$ cat src/rtl/trivium_stream_driver_pkg.sv
// Shared constants for the Trivium stream driver: default core widths and FSM encodings.
package trivium_stream_driver_pkg;
  localparam int KEY_W_DEF = 80;
  localparam int IV_W_DEF  = 80;

  localparam logic [2:0] S_IDLE   = 3'd0;
  localparam logic [2:0] S_KEY    = 3'd1;
  localparam logic [2:0] S_IV     = 3'd2;
  localparam logic [2:0] S_GATHER = 3'd3;
  localparam logic [2:0] S_XOR    = 3'd4;
  localparam logic [2:0] S_DRAIN  = 3'd5;
endpackage

$ cat src/rtl/trivium_stream_driver_if.sv
// Word-stream ports of the driver: input words in, XORed words out, both valid/ready.
interface trivium_stream_driver_if #(parameter int WORD_W = 32);
  logic [WORD_W-1:0] in_data;
  logic              in_valid;
  logic              in_ready;
  logic [WORD_W-1:0] out_data;
  logic              out_valid;
  logic              out_ready;

  // master is the host side (source + sink), slave is the driver
  modport master (output in_data, in_valid, out_ready,
                  input  in_ready, out_data, out_valid);
  modport slave  (input  in_data, in_valid, out_ready,
                  output in_ready, out_data, out_valid);
endinterface

$ cat src/rtl/trivium_stream_driver_ks_packer.sv
// Packs qualified serial keystream bits into a word, first bit ending up in the MSB.
module trivium_stream_driver_ks_packer #(
  parameter int WORD_W = 32
) (
  input  logic              clk,
  input  logic              rst,
  input  logic              clr,
  input  logic              en,
  input  logic              vld,
  input  logic              ks,
  output logic [WORD_W-1:0] word,
  output logic              full
);
  localparam int CW = $clog2(WORD_W);

  logic [CW-1:0] bit_cnt;
  logic          take;

  assign take = en & vld;
  // full marks the edge on which the last bit of a word shifts in
  assign full = take & (bit_cnt == CW'(WORD_W-1));

  always_ff @(posedge clk) begin
    if (rst || clr) begin
      bit_cnt <= '0;
      word    <= '0;
    end else if (take) begin
      word    <= {word[WORD_W-2:0], ks};
      bit_cnt <= full ? '0 : bit_cnt + CW'(1);
    end
  end
endmodule

$ cat src/rtl/trivium_stream_driver.sv
// Host-side initiator for a Trivium core: loads key/IV, gathers keystream words, XORs data words.
module trivium_stream_driver
  import trivium_stream_driver_pkg::*;
#(
  parameter int KEY_W  = KEY_W_DEF,
  parameter int IV_W   = IV_W_DEF,
  parameter int WORD_W = 32,
  parameter int CNT_W  = 16
) (
  input  logic                     clk,
  input  logic                     rst,
  input  logic                     start,
  input  logic [KEY_W-1:0]         key,
  input  logic [IV_W-1:0]          iv,
  input  logic                     enc_dec,
  input  logic [CNT_W-1:0]         num_words,
  output logic                     busy,
  output logic                     done,
  trivium_stream_driver_if.slave   stream,
  output logic [KEY_W-1:0]         core_kin,
  output logic [IV_W-1:0]          core_din,
  output logic                     core_krdy,
  output logic                     core_drdy,
  output logic                     core_encdec,
  output logic                     core_en,
  input  logic                     core_ks,
  input  logic                     core_kvld,
  input  logic                     core_dvld,
  input  logic                     core_bsy
);
  logic [2:0]        state;
  logic [CNT_W-1:0]  words_left;
  logic [WORD_W-1:0] ks_word;
  logic              ks_full;
  logic              pack_en;
  logic              pack_clr;
  logic              in_fire;
  logic              out_fire;

  // keystream bits only count while the core runs and we are collecting
  assign pack_en   = core_en & (state == S_GATHER);
  assign pack_clr  = (state == S_IDLE) & start;
  assign core_krdy = (state == S_KEY);
  assign core_drdy = (state == S_IV);

  assign stream.in_ready = (state == S_XOR) & (~stream.out_valid | stream.out_ready);
  assign in_fire         = stream.in_valid & stream.in_ready;
  assign out_fire        = stream.out_valid & stream.out_ready;

  trivium_stream_driver_ks_packer #(.WORD_W(WORD_W)) u_packer (
    .clk  (clk),
    .rst  (rst),
    .clr  (pack_clr),
    .en   (pack_en),
    .vld  (core_dvld),
    .ks   (core_ks),
    .word (ks_word),
    .full (ks_full)
  );

  always_ff @(posedge clk) begin
    if (rst) begin
      state            <= S_IDLE;
      busy             <= 1'b0;
      done             <= 1'b0;
      core_en          <= 1'b0;
      core_kin         <= '0;
      core_din         <= '0;
      core_encdec      <= 1'b0;
      words_left       <= '0;
      stream.out_data  <= '0;
      stream.out_valid <= 1'b0;
    end else begin
      done <= 1'b0;
      if (out_fire) stream.out_valid <= 1'b0;
      case (state)
        S_IDLE: if (start) begin
          if (num_words == '0) begin
            done <= 1'b1;
          end else begin
            core_kin    <= key;
            core_din    <= iv;
            core_encdec <= enc_dec;
            words_left  <= num_words;
            busy        <= 1'b1;
            core_en     <= 1'b1;
            state       <= S_KEY;
          end
        end
        S_KEY:    if (core_kvld) state <= S_IV;
        S_IV:     if (core_bsy)  state <= S_GATHER;
        // stall the core on the same edge the word completes so no bit is lost
        S_GATHER: if (ks_full) begin
          core_en <= 1'b0;
          state   <= S_XOR;
        end
        S_XOR: if (in_fire) begin
          stream.out_data  <= stream.in_data ^ ks_word;
          stream.out_valid <= 1'b1;
          words_left       <= words_left - CNT_W'(1);
          if (words_left == CNT_W'(1)) begin
            state <= S_DRAIN;
          end else begin
            core_en <= 1'b1;
            state   <= S_GATHER;
          end
        end
        S_DRAIN: if (out_fire) begin
          done  <= 1'b1;
          busy  <= 1'b0;
          state <= S_IDLE;
        end
        default: state <= S_IDLE;
      endcase
    end
  end
endmodule

$ cat src/flat_wrapper.sv
// flat-port wrapper written by rule: the top's interface ports become plain ports
module trivium_stream_driver_flat import trivium_stream_driver_pkg::*;
#(
  parameter int KEY_W  = KEY_W_DEF,
  parameter int IV_W   = IV_W_DEF,
  parameter int WORD_W = 32,
  parameter int CNT_W  = 16
)
  (clk, rst, start, key, iv, enc_dec, num_words, busy, done, core_kin, core_din, core_krdy, core_drdy, core_encdec, core_en, core_ks, core_kvld, core_dvld, core_bsy, stream_in_data, stream_in_valid, stream_out_ready, stream_in_ready, stream_out_data, stream_out_valid);
  trivium_stream_driver_if #(.WORD_W(WORD_W)) stream_i ();
  input  logic clk;
  input  logic rst;
  input  logic start;
  input  logic [KEY_W-1:0] key;
  input  logic [IV_W-1:0] iv;
  input  logic enc_dec;
  input  logic [CNT_W-1:0] num_words;
  output logic busy;
  output logic done;
  output logic [KEY_W-1:0] core_kin;
  output logic [IV_W-1:0] core_din;
  output logic core_krdy;
  output logic core_drdy;
  output logic core_encdec;
  output logic core_en;
  input  logic core_ks;
  input  logic core_kvld;
  input  logic core_dvld;
  input  logic core_bsy;
  input wire logic [$bits(stream_i.in_data)-1:0] stream_in_data;
  input wire logic [$bits(stream_i.in_valid)-1:0] stream_in_valid;
  input wire logic [$bits(stream_i.out_ready)-1:0] stream_out_ready;
  output wire logic [$bits(stream_i.in_ready)-1:0] stream_in_ready;
  output wire logic [$bits(stream_i.out_data)-1:0] stream_out_data;
  output wire logic [$bits(stream_i.out_valid)-1:0] stream_out_valid;
  assign stream_i.in_data = stream_in_data;
  assign stream_i.in_valid = stream_in_valid;
  assign stream_i.out_ready = stream_out_ready;
  assign stream_in_ready = stream_i.in_ready;
  assign stream_out_data = stream_i.out_data;
  assign stream_out_valid = stream_i.out_valid;
  trivium_stream_driver #(.KEY_W(KEY_W), .IV_W(IV_W), .WORD_W(WORD_W), .CNT_W(CNT_W)) u_core (.clk(clk), .rst(rst), .start(start), .key(key), .iv(iv), .enc_dec(enc_dec), .num_words(num_words), .busy(busy), .done(done), .stream(stream_i), .core_kin(core_kin), .core_din(core_din), .core_krdy(core_krdy), .core_drdy(core_drdy), .core_encdec(core_encdec), .core_en(core_en), .core_ks(core_ks), .core_kvld(core_kvld), .core_dvld(core_dvld), .core_bsy(core_bsy));
endmodule
$ cat config.mk
export PLATFORM = sky130hd
export DESIGN_NAME = trivium_stream_driver_flat
export DESIGN_NICKNAME = d
export VERILOG_FILES = /design/src/rtl/trivium_stream_driver_pkg.sv /design/src/rtl/trivium_stream_driver_if.sv /design/src/rtl/trivium_stream_driver_ks_packer.sv /design/src/rtl/trivium_stream_driver.sv /design/src/flat_wrapper.sv
export SDC_FILE = /design/constraint.sdc
export NUM_CORES = 1
export LEC_CHECK = 0
export ABC_CLOCK_PERIOD_IN_PS = 1950
export CAP_MARGIN = 20
export CORE_UTILIZATION = 38
export CTS_CLUSTER_DIAMETER = 30
export CTS_CLUSTER_SIZE = 12
export DETAILED_ROUTE_END_ITERATION = 6
export MAX_ROUTING_LAYER = met4
export PLACE_DENSITY = 0.86
export SETUP_SLACK_MARGIN = 0.05
export SLEW_MARGIN = 20
export SYNTH_ARGS = -nofsm -noshare
export SYNTH_HDL_FRONTEND = slang
export SYNTH_SLANG_ARGS = --single-unit
export TNS_END_PERCENT = 100
$ cat constraint.sdc
create_clock -name clk -period 1.95 [get_ports clk]
set_input_delay 0.195 -clock clk [delete_from_list [all_inputs] [get_ports clk]]
set_output_delay 0.195 -clock clk [all_outputs]
set_load 0.005 [all_outputs]
# == Word-level counts from Yosys, hierarchy flattened ==
# Cells that the tools add are included.
# op_classes
muxes,29
n_reduce_logical,12
bitwise_logic,11
addsub,2
n_eq_ne,15
# ops
operator,count
$mux W16,3
$pmux W16 S2,1
$xor A32 B32 Y32,1
$mux W3,8
$pmux W3 S6,1
$eq A16 B1 Y1 const B,1
$logic_not A16 Y1,1
$sub A16 B1 Y16 const B,1
$mux W1,12
$ne A2 B1 Y1 const B,4
$ne A2 B2 Y1 const B,4
$reduce_and A4 Y1,2
$and A1 B1 Y1,7
$reduce_and A7 Y1,1
$eq A3 B2 Y1 const B,2
$eq A3 B3 Y1 const B,2
$reduce_and A6 Y1,1
$add A5 B1 Y5 const B,1
$eq A5 B5 Y1 const B,1
$mux W5,1
$pmux W1 S2,2
$reduce_bool A2 Y1,2
$eq A3 B1 Y1 const B,1
$logic_not A3 Y1,1
7 further kinds,8
# word_totals
reg_bits,253
input_bits,218
wordCells,81
out_inout_bits,200

# == Logic depth before layout (Yosys ltp) ==
# logic_depth
depth_word,6
mapped_depth,9

# == By module ==
# From an unflattened synthesis, not the netlist that was laid out.
# hier_totals
cells_unflattened,1215
hier_area_um2,9701.8
# by_module_without_submodules
mod,cells_each,instances,area_per_inst_um2,seq_area_each_um2
trivium_stream_driver,1045,1,8346.8,4324.1
trivium_stream_driver_ks_packer,170,1,1355.0,740.7

# == Least setup slack after synthesis ==
# No wires, ideal clock.
# synth_path
path_type,register to register
from,reg u_core.u_packer.bit_cnt[0]
to,reg u_core.state[0]
slack_ns,0.071
t_required_ns,1.880
t_arrival_ns,1.808
path_stages_with_launch,8
period_less_slack_ns,1.879
setup_time_ns,0.070
cell_sequence,dfxtp_1 ha_1 and3_1 ha_1 a31o_2 o2111ai_1 a2111o_1 a21oi_1
# synth_between
elab_chain_len,4
# synth_rtl
item,line_no,rtl
"start, declared",trivium_stream_driver_ks_packer.sv:16,logic [CW-1:0] bit_cnt;
"start signal, assigned",trivium_stream_driver_ks_packer.sv:29,bit_cnt <= full ? '0 : bit_cnt + CW'(1);
$eq A5 B5 Y1,trivium_stream_driver_ks_packer.sv:21,assign full = take & (bit_cnt == CW'(WORD_W-1));
$and A1 B1 Y1,trivium_stream_driver_ks_packer.sv:21,
$ne A2 B2 Y1 (no line),n/a,
$reduce_and A7 Y1 (no line),n/a,
"end signal, assigned",trivium_stream_driver.sv:63,state <= S_IDLE;
"end signal, assigned",trivium_stream_driver.sv:87,state <= S_KEY;
"end signal, assigned",trivium_stream_driver.sv:90,S_KEY: if (core_kvld) state <= S_IV;
"end, declared",trivium_stream_driver.sv:31,logic [2:0] state;
# No other way between the ends.
# A chain may end at the register's enable or synchronous reset.

# == Final worst setup path ==
# layout_path
from,reg u_core.u_packer.bit_cnt[1]
to,reg u_core.state[1]
# Same word-level chain as after synthesis.

==> results.md <==
* Unrepaired setup endpoints after global routing: yes
* Num Clock Sinks at between 200 and 300
* Actual slew at the worst max-slew pin at between 0.7 and 0.8 ns
* Final setup vio count at 0
* GPL Wtd Cong at 0.859
* Initial core utilization at approximately two fifths
* Leading register cell type out of synthesis: dfxtp_1
* Worst Setup End Kind: flip-flop
* Worst Setup Start Kind: flip-flop
* Die H at 162 um
* Initial DRC count at about 860
* Seq cells post-synth at 253
* Antenna viol nets, final at 0
* Reg2Reg Setup Slack at about 0.10 ns
* Yosys warnings at 0
* Rel. slew slack at between 50 and 60%
* CTS tree: built
* Post-synth EDFFs at 0
* H-Tree Depth at 2
* Area after DPL at roughly 15000 sq um
* Sw Share at around 28%
* FF-to-FF path depth at 8
* Syn Area/Cell at around 8.0 sq um
* Max Freq at 0.541 GHz
* Main area contributors after synthesis: dfxtp_1 (52%), nand2_1 (16%), a21oi_1 (12%)
* Cells after Synth at approximately 1200
* Clk pwr share at roughly 44%
* Hold EP: u_core.core_kin[2]$_SDFFE_PP0P_
* Chip width at around 160 um
* Syn nets at around 1400
* Gr usage total at around a quarter
* TritonCTS Buffers at 48
* Core area at between 20000 and 30000 sq um
* VDD IR max at 0.825 mV
* Switching Power at 5.35 mW
* Root buf cell: clkbuf_16
* Number of nets in the layout at 1881
* Max Buffers Root-to-Sink at 3
* IO Pins at between 400 and 500
* Final Hold Vio Count at 0
* Critical hold path startpoint: key[2]
* Initial antenna violation count at 1
* Clk_skew at approximately 0.014 ns
* Via density at roughly 5.1
* Status: completed
* Pin count of the biggest net entering global routing at roughly 150
* CP Max Fanout at 4
* CP Data Required Time at approximately 2.3 ns
* Seq/Total Area, Yosys at between 50 and 60%
* Vias at roughly 10000
* Port Buffers at 417
* Mapped Area at ~9700 sq um
* Static Leak at about 6.0 nW
* Sequential power share at around a third
* Cell area after layout at around 16000 sq um
* Tcrit/Tclk final at a little over nine tenths
* Crit Path Class: flip-flop to flip-flop
* Layout Cells excl Fill at just over 2000
* Overflow after GRT at 0
* First-pass GRT wire length at 49600 um
* Top-area cell type share of the netlist area at between 50% and 60%
* Drt pass-1 iters at 6
* Post-DP HPWL at 21800 um
* # rows at slightly below 60
* Worst hold-check path type: input port to flip-flop
* Worst Hold Depth at 3
* Post-synth ARST share at 0%
* Synth-to-Final Area Change at 68.0%
* Die ar. at ~26000 sq um
* R2r startpoint: u_core.u_packer.bit_cnt[1]$_SDFFE_PP0P_
* Comb power frac at between 20% and 30%
* Fin Setup TNS at 0 ns
* Reg2Reg Capture Point: u_core.state[1]$_SDFFE_PP0P_
* Share of cells above drive strength 1 at between 10% and 20%
* Vias in the first global route at ~9800
* DRC at 0
* Total Wirelength at between 30000 and 40000 um
* Cell variety after synth at 52
* Dominant cell type by area after synthesis: dfxtp_1
* Wire per inst at roughly 16 um
* Final-report max-slew violation count at 0
* Post-synth top cells: nand2_1 (417), dfxtp_1 (253), a21oi_1 (224), clkbuf_1 (56), nor2_1 (56)
* Maxcap violations at 0
* Most common cell in the netlist: nand2_1
* Clk slew on worst S/H paths at about 0.06 ns
* Clock Latency Late Sink at ~0.52 ns
* Cell area power density at about 1200 nW/um^2
* Internal at ~14 mW
* Dpl cells at 1935
* Crit path DAT at ~2.2 ns
* Minimum clock period at about 1.8 ns
==> cell families after synthesis <==
logic type               after synthesis  share of synthesized area [%]
buffers and inverters                100                           4.64
multiplexers                           1                          0.103
adder cells (fa/ha/maj)                4                          0.515
XOR/XNOR                              32                           2.89
AO/OA/AOI/OAI                        307                           18.0
flip-flops                           253                           52.1
AND/OR/NAND/NOR                      523                           21.7
==> what timing repair did <==
| action | CTS | global route |
|---|---|---|
| gates cloned | 0 | 1 |
| hold buffers | 1 | 0 |
| gates resized for setup | 9 | 6 |
| setup endpoints to repair | 5 | 43 |
| pin swaps | 0 | 1 |
| buffers inserted | 0 | 2 |
| endpoints found under the hold margin | 6 | 0 |
==> placed cells by master (no fill, tap or decap), drive strengths merged, types with 7 or more instances in the layout <==
cell type,n
inv,12
nand2,417
nor3,8
a21oi,224
dfxtp,253
clkinv,13
xnor2,32
nor2,56
nand3,7
o21ai,10
clkbuf,61
clkdlybuf4s50,413
buf,63
nor4,9
a211oi,32
o32ai,7
==> sequential cells by signal, indices dropped and copies added, names as in the netlist, 3 cells and up <==
name                     count
u_core.u_packer.bit_cnt      5
u_core.core_kin             80
u_core.words_left           16
u_core.core_din             80
u_core.state                 3
u_core.u_packer.word        32
u_core.stream.out_data      32
==> layer usage <==
metal,track usage [%],wire [um],part of all wire (%)
met1,25.6,12500,38
met2,41.1,16500,50
met3,6.51,2700,8.1
met4,12.3,1530,4.6
met5,-,0,0
==> worst max path at each step <==
stage / slack (ns) / end / startpoint
floorplan: 0.07 / u_core.state[0]$_SDFFE_PP0P_ / u_core.u_packer.bit_cnt[0]$_SDFFE_PP0P_
finish: 0.10 / u_core.state[1]$_SDFFE_PP0P_ / u_core.u_packer.bit_cnt[1]$_SDFFE_PP0P_
global placement: -0.34 / u_core.words_left[5]$_SDFFE_PP0P_ / num_words[3]
CTS: 0.06 / u_core.stream.out_data[4]$_SDFFE_PP0P_ / u_core.state[0]$_SDFFE_PP0P_
detailed placement: -0.36 / u_core.words_left[7]$_SDFFE_PP0P_ / num_words[3]
global route: 0.03 / u_core.stream.out_data[2]$_SDFFE_PP0P_ / u_core.state[0]$_SDFFE_PP0P_
==> final cells by class <==
| cell class | instances | area, sq um |
|---|---|---|
| fillers | 1872 | 8790 |
| flip-flops and latches | 253 | 5070 |
| repair buffers | 481 | 4850 |
| multi-input cells | 867 | 4260 |
| clock buffers | 60 | 1350 |
| well taps | 330 | 413 |
| clock inverters | 29 | 355 |
| inverters | 8 | 30.0 |
| diodes | 1 | 2.50 |
==> per-stage QoR <==
| stage | utilization [%] | power, mW | hold slack (ns) | worst slack [ns] |
|---|---|---|---|---|
| 6_report | 65.0 | 19.3 | 0.213 | 0.103 |
| 4_1_cts | 64.8 | 19.3 | 0.195 | 0.0619 |
| 3_3_place_gp | 57.9 | 10.6 | 0.441 | -0.345 |
| 2_1_floorplan | - | 8.19 | 0.331 | 0.0715 |
| 3_5_place_dp | 57.9 | 10.7 | 0.445 | -0.365 |
| 5_1_grt | 65.0 | 20.1 | 0.209 | 0.0304 |
==> critical path, stage by stage, from the launching register on <==
cell and delay (ns):
dfxtp_1 0.34, ha_2 0.19, and3_1 0.18, ha_1 0.19, a31o_2 0.25, o2111ai_2 0.10, buf_4 0.17, mux2i_1 0.20
a21oi_1 0.09
==> power groups by stage <==
stage	Sequential (mW)	Combinational [mW]	Clock (mW)
floorplan	6.27	1.92	0
finish	6.19	4.58	8.51
global route	6.25	4.95	8.88
detailed placement	6.26	4.48	0
CTS	6.18	4.54	8.61
global placement	6.22	4.37	0
Note: power is estimated with default switching activity, not from simulation.
